[src/rtl/pwm_pkg.sv]
// Shared types, parameter limits and helpers for the multi-channel PWM.
// Center-aligned operation is built only when PWM_CENTER_ALIGN_EN is defined.
package pwm_pkg;

    typedef enum logic {
        PWM_EDGE   = 1'b0,
        PWM_CENTER = 1'b1
    } pwm_mode_e;

    typedef enum logic {
        PWM_DIR_UP   = 1'b0,
        PWM_DIR_DOWN = 1'b1
    } pwm_dir_e;

    localparam int unsigned PWM_MIN_CHANNELS = 1;
    localparam int unsigned PWM_MAX_CHANNELS = 16;
    localparam int unsigned PWM_MIN_WIDTH    = 2;
    localparam int unsigned PWM_MAX_WIDTH    = 16;
    localparam int unsigned PWM_VEC_W        = PWM_MAX_CHANNELS * PWM_MAX_WIDTH;

    function automatic bit pwm_params_ok(input int unsigned channels, input int unsigned width);
        return (channels >= PWM_MIN_CHANNELS) && (channels <= PWM_MAX_CHANNELS) &&
               (width >= PWM_MIN_WIDTH) && (width <= PWM_MAX_WIDTH);
    endfunction

    // Extracts channel ch of a packed per-channel vector, zero-extended to the widest slice.
    function automatic logic [PWM_MAX_WIDTH-1:0] pwm_slice(
        input logic [PWM_VEC_W-1:0] vec,
        input int unsigned          ch,
        input int unsigned          width
    );
        logic [PWM_MAX_WIDTH-1:0] mask;
        mask = PWM_MAX_WIDTH'((32'd1 << width) - 32'd1);
        return PWM_MAX_WIDTH'(vec >> (ch * width)) & mask;
    endfunction

endpackage

[src/rtl/pwm_timebase.sv]
// Shared PWM counter: wrap/up-down sequencing, boundary detect and period_end.
// Direction register and center-aligned sequencing exist only with PWM_CENTER_ALIGN_EN.
module pwm_timebase
    import pwm_pkg::*;
#(
    parameter int unsigned WIDTH = 8
) (
    input  logic             clk,
    input  logic             reset,
    input  logic             enable,
    input  logic [WIDTH-1:0] period,
`ifdef PWM_CENTER_ALIGN_EN
    input  pwm_mode_e        mode,
`endif
    output logic [WIDTH-1:0] count,
    output logic             boundary,
    output logic             period_end
);

    logic [WIDTH-1:0] count_q, count_d;
    logic             period_end_q, period_end_d;
`ifdef PWM_CENTER_ALIGN_EN
    pwm_dir_e         dir_q, dir_d;
`endif

    always_comb begin
        count_d = '0;
`ifdef PWM_CENTER_ALIGN_EN
        dir_d   = PWM_DIR_UP;
        if (enable) begin
            if (mode == PWM_CENTER) begin
                // Turn around at P, count down and hand back to "up" on the way into 0.
                if (period == '0) begin
                    count_d = '0;
                end else if (dir_q == PWM_DIR_UP && count_q < period) begin
                    count_d = count_q + WIDTH'(1);
                end else begin
                    count_d = (dir_q == PWM_DIR_UP) ? period - WIDTH'(1) : count_q - WIDTH'(1);
                    dir_d   = (count_d == '0) ? PWM_DIR_UP : PWM_DIR_DOWN;
                end
            end else begin
                count_d = (count_q >= period) ? '0 : count_q + WIDTH'(1);
            end
        end
`else
        if (enable) begin
            count_d = (count_q >= period) ? '0 : count_q + WIDTH'(1);
        end
`endif
        boundary     = enable && (count_d == '0);
        period_end_d = enable && (count_q == '0);
    end

    always_ff @(posedge clk or posedge reset) begin
        if (reset) begin
            count_q      <= '0;
            period_end_q <= 1'b0;
`ifdef PWM_CENTER_ALIGN_EN
            dir_q        <= PWM_DIR_UP;
`endif
        end else begin
            count_q      <= count_d;
            period_end_q <= period_end_d;
`ifdef PWM_CENTER_ALIGN_EN
            dir_q        <= dir_d;
`endif
        end
    end

    assign count      = count_q;
    assign period_end = period_end_q;

endmodule

[src/rtl/pwm_multi_channel.sv]
// Multi-channel PWM with double-buffered period/duty applied at period boundaries.
// Define PWM_CENTER_ALIGN_EN to add the center_mode port and center-aligned counting.
module pwm_multi_channel
    import pwm_pkg::*;
#(
    parameter int unsigned CHANNELS = 4,
    parameter int unsigned WIDTH    = 8
) (
    input  logic                      clk,
    input  logic                      reset,
    input  logic                      enable,
    input  logic [WIDTH-1:0]          period,
    input  logic [CHANNELS*WIDTH-1:0] duty,
    input  logic                      load,
`ifdef PWM_CENTER_ALIGN_EN
    input  logic                      center_mode,
`endif
    output logic [CHANNELS-1:0]       pwm_out,
    output logic                      period_end,
    output logic                      load_pending
);

    if (!pwm_params_ok(CHANNELS, WIDTH)) begin : g_bad_params
        $error("pwm_multi_channel: CHANNELS must be 1..16 and WIDTH 2..16");
    end

    logic [WIDTH-1:0] count;
    logic             boundary;
    logic [WIDTH-1:0] period_act_q, period_act_d;
    logic [WIDTH-1:0] period_pend_q, period_pend_d;
    logic             pend_valid_q, pend_valid_d;
    logic             apply, take_load, take_pend, capture;
`ifdef PWM_CENTER_ALIGN_EN
    pwm_mode_e        mode_act_q, mode_act_d;
    pwm_mode_e        mode_pend_q, mode_pend_d;
`endif

    // Disabled cycles count as boundaries so pending values land while idle;
    // a load in an applying cycle bypasses the pending registers entirely.
    assign apply     = !enable || boundary;
    assign take_load = apply && load;
    assign take_pend = apply && !load && pend_valid_q;
    assign capture   = load && !apply;

    always_comb begin
        pend_valid_d  = capture ? 1'b1 : (apply ? 1'b0 : pend_valid_q);
        period_pend_d = capture ? period : period_pend_q;
        period_act_d  = take_load ? period : (take_pend ? period_pend_q : period_act_q);
`ifdef PWM_CENTER_ALIGN_EN
        mode_pend_d   = capture ? pwm_mode_e'(center_mode) : mode_pend_q;
        mode_act_d    = take_load ? pwm_mode_e'(center_mode) : (take_pend ? mode_pend_q : mode_act_q);
`endif
    end

    always_ff @(posedge clk or posedge reset) begin
        if (reset) begin
            period_act_q  <= '1;
            period_pend_q <= '0;
            pend_valid_q  <= 1'b0;
`ifdef PWM_CENTER_ALIGN_EN
            mode_act_q    <= PWM_EDGE;
            mode_pend_q   <= PWM_EDGE;
`endif
        end else begin
            period_act_q  <= period_act_d;
            period_pend_q <= period_pend_d;
            pend_valid_q  <= pend_valid_d;
`ifdef PWM_CENTER_ALIGN_EN
            mode_act_q    <= mode_act_d;
            mode_pend_q   <= mode_pend_d;
`endif
        end
    end

    pwm_timebase #(.WIDTH(WIDTH)) u_timebase (
        .clk        (clk),
        .reset      (reset),
        .enable     (enable),
        .period     (period_act_q),
`ifdef PWM_CENTER_ALIGN_EN
        .mode       (mode_act_q),
`endif
        .count      (count),
        .boundary   (boundary),
        .period_end (period_end)
    );

    for (genvar i = 0; i < CHANNELS; i++) begin : g_ch
        logic [WIDTH-1:0] duty_req;
        logic [WIDTH-1:0] duty_pend_q, duty_pend_d;
        logic [WIDTH-1:0] duty_act_q, duty_act_d;
        logic             pwm_q, pwm_d;

        assign duty_req = WIDTH'(pwm_slice(PWM_VEC_W'(duty), i, WIDTH));

        always_comb begin
            duty_pend_d = capture ? duty_req : duty_pend_q;
            duty_act_d  = take_load ? duty_req : (take_pend ? duty_pend_q : duty_act_q);
            pwm_d       = enable && (count < duty_act_q);
        end

        always_ff @(posedge clk or posedge reset) begin
            if (reset) begin
                duty_pend_q <= '0;
                duty_act_q  <= '0;
                pwm_q       <= 1'b0;
            end else begin
                duty_pend_q <= duty_pend_d;
                duty_act_q  <= duty_act_d;
                pwm_q       <= pwm_d;
            end
        end

        assign pwm_out[i] = pwm_q;
    end

    assign load_pending = pend_valid_q;

endmodule

[config.mk]
export PLATFORM = sky130hd
export DESIGN_NAME = pwm_multi_channel
export DESIGN_NICKNAME = d
export VERILOG_FILES = /design/src/rtl/pwm_pkg.sv /design/src/rtl/pwm_timebase.sv /design/src/rtl/pwm_multi_channel.sv
export SDC_FILE = /design/constraint.sdc
export NUM_CORES = 1
export LEC_CHECK = 0
export CAP_MARGIN = 40
export CORE_MARGIN = 2
export CORE_UTILIZATION = 46
export DETAILED_ROUTE_END_ITERATION = 7
export MAX_ROUTING_LAYER = met4
export PLACE_DENSITY = 0.75
export SYNTH_ARGS = -nofsm -noshare
export SYNTH_HDL_FRONTEND = slang
export SYNTH_HIERARCHICAL = 1
export SYNTH_SLANG_ARGS = --single-unit
[constraint.sdc]
create_clock -name clk -period 3.31 [get_ports clk]
set_input_delay 0.331 -clock clk [delete_from_list [all_inputs] [get_ports clk]]
set_output_delay 0.331 -clock clk [all_outputs]
set_load 0.02 [all_outputs]
==> results.sh <==
export IMPL_dr_pass1_iters=4
export IMPL_rrSetupSlack_ns=0.37
export IMPL_grt_use_met3_pct=3.19
export IMPL_die_y_um=112
export IMPL_drtAntennaViolNets=0
export IMPL_dieArea_um2=12600
export IMPL_cts_tree="done"
export IMPL_final_nets=585
export IMPL_clk_pin_slew_worst_paths_ns=0.07
export IMPL_critical_path_class="reg -> reg"
export IMPL_fin_util_pct=54.2
export IMPL_startpoint="period_act_q[0]"
export IMPL_synth_cells=468
export IMPL_fin_setup_tns_ns=0
export IMPL_synth_ff_type="dfrtp_1"
export IMPL_skew_ns=0.0116
export IMPL_numCtsBuffers=9
export IMPL_syn_nets=550
export IMPL_fmax_mhz=340
export IMPL_wire_per_inst_um=16.8
export IMPL_core_um2=11500
export IMPL_viasPerCell=5.60
export IMPL_h_tree_depth=3
export IMPL_drc=0
export IMPL_yosys_area_top_type="dfrtp_1"
export IMPL_async_flop_share_pct=100
export IMPL_drive_above_1_share_pct=16.5
export IMPL_place_gp_congestion=0.886
export IMPL_synth_cell_types=47
export IMPL_ff2ff_path_depth=8
export IMPL_die_w_um=112
export IMPL_drt_iter0_markers=157
export IMPL_power_density_nw_per_um2=578
export IMPL_use_met2_pct=30.2
export IMPL_cts_root_buffer="clkbuf_16"
export IMPL_vdd_drop_max_uv=274
export IMPL_grt_overflow=0
export IMPL_maxCapViolCount=0
export IMPL_r2r_start="period_act_q[0]"
export IMPL_dp_hpwl_mm=7.64
export IMPL_relSlewSlack_pct=43.9
export IMPL_grt_util_met1_pct=24.7
export IMPL_grt_busiest_layer="met2"
export IMPL_antenna_cells=0
export IMPL_timing_final_crit_share_pct=88.7
export IMPL_hp_class="in -> async"
export IMPL_insertion_delay_ns=0.34
export IMPL_rsz0062_at_grt="no"
export IMPL_ys_seq_area_share_pct=43.7
export IMPL_cts_sinks=94
export IMPL_finalCriticalPeriod_ns=2.94
export IMPL_status="completed"
export IMPL_num_vias=3643
export IMPL_ys_ff_latch=94
export IMPL_setup_ws_ns=0.373
export IMPL_final_hold_violation_count=0
export IMPL_grt_pass1_wl_mm=18.7
export IMPL_ctsResizeCount=0
export IMPL_ios=50
export IMPL_post_synth_cell_area_avg_um2=11.6
export IMPL_synth_edff_count=0
export IMPL_start_kind="flop"
export IMPL_dp_slack_ns=0.371
export IMPL_n_fill_cell=961
export IMPL_synth_top_area_share_pct=39.8
export IMPL_netlist_area_um2=5410
export IMPL_yosys_cell_count_top_type="dfrtp_1"
export IMPL_path_max_fanout=40
export IMPL_io_buffers=49
export IMPL_finalSetupViolCount=0
export IMPL_grt_max_degree=61
export IMPL_synth_warnings=6
export IMPL_synth_area_leaders="dfrtp_1 (40%), mux2_4 (11%), ha_1 (8.8%)"
export IMPL_end_kind="flop"
export IMPL_tightest_slew_ns=0.838
export IMPL_cp_required_ns=3.53
export IMPL_cts_setup_buffers=0
export IMPL_finalMaxSlewViolations=0
export IMPL_antenna_found_initial=0
export IMPL_cp_arrival_ns=3.16
export IMPL_syn_to_final_growth_pct=14.9
export IMPL_ctsHoldBuffers=0
export IMPL_yosys_top_cells_count="dfrtp_1 (86), inv_1 (41), o2111ai_1 (41)"
export IMPL_r2r_end="g_ch[0].duty_pend_q[6]"
export IMPL_clock_path_buffers=2
export IMPL_std_cell_rows=39
export IMPL_grt_pass1_vias=3778
export IMPL_grtUsageTotal_pct=18.7
export IMPL_initial_utilization_pct=47.2
export IMPL_power_leakage_nw=2.91
export IMPL_drt_total_wl_mm=11.0
## power by group
group	switching [W]	internal (W)
clock	0.000442	0.000630
combinational	0.000459	0.000490
sequential	0.000138	0.00143
## how the worst max path moves through the flow
stage	end	slack (ns)	cells after the start
after floorplan	g_ch[0].duty_pend_q[0]	0.62	10
after detailed placement	g_ch[2].duty_pend_q[7]	0.37	8
final	g_ch[0].duty_pend_q[6]	0.37	8
after CTS	g_ch[0].duty_pend_q[6]	0.37	8
after global routing	g_ch[0].duty_pend_q[6]	0.24	8
after global placement	g_ch[1].duty_pend_q[5]	0.44	8
## cell families after synthesis
logic type / Yosys count / synth area share (%)
compound gates: 115 / 15.6
xor+xnor: 9 / 1.46
fa+ha+maj: 38 / 8.79
buf+inv: 75 / 8.00
flops: 94 / 43.7
mux: 40 / 11.1
simple gates: 97 / 11.3
## flip-flops by register name, summed over array words and instances, names as in the netlist
| name | cells |
|---|---|
| g_ch.duty_act_q | 32 |
| g_ch.duty_pend_q | 32 |
| g_ch.pwm_q | 4 |
| load_pending | 1 |
| period_act_q | 8 |
| period_pend_q | 8 |
| u_timebase/count | 8 |
| u_timebase/period_end | 1 |
## area by class of cell
class,count,area [um^2],share of cell area [%]
Clock buffer,12,256,4.13
Clock inverter,4,55.1,0.886
Inverter,41,155,2.50
Multi-Input combinational cell,299,2610,42.1
Sequential cell,94,2360,38.0
Tap cell,143,179,2.88
Timing Repair Buffer,58,591,9.51
## critical path, stage by stage, from the launching register on
cell	delay, ns
dfstp_2	0.53
ha_1	0.21
nand2b_1	0.15
a2111oi_2	0.41
nor2_1	0.10
o31a_1	0.30
and2b_4	0.38
nand2_8	0.30
mux2_4	0.42
## layout by cell type (no fill, tap or decap), types with 14 or more instances in the layout
| cell type | count |
|---|---|
| inv_1 | 40 |
| o21ai_1 | 33 |
| o2111ai_1 | 41 |
| nand2b_1 | 21 |
| or2b_1 | 25 |
| nor2_1 | 15 |
| mux2_4 | 40 |
| clkdlybuf4s50_1 | 48 |
| dfrtp_1 | 86 |
| nand2_1 | 14 |
| ha_1 | 38 |
## layer usage
metal	share of wire, %	up-vias
met3	3.3	10
met4	0.83	0
met5	0	-
li1	-	1759
met1	48	1813
met2	48	61
## stage by stage
stage / hold WS (ns) / cells / power (W) / instance area [um^2]
after detailed placement: 0.476 / 635 / 0.00254 / 5900
after global routing: 0.353 / 651 / 0.00379 / 6210
after global placement: 0.473 / 635 / 0.00248 / 5900
after CTS: 0.321 / 651 / 0.00362 / 6210
final: 0.314 / 651 / 0.00359 / 6210
after floorplan: 0.159 / 468 / 0.00228 / 5410
No activity file was read; power rests on OpenSTA's default activity.
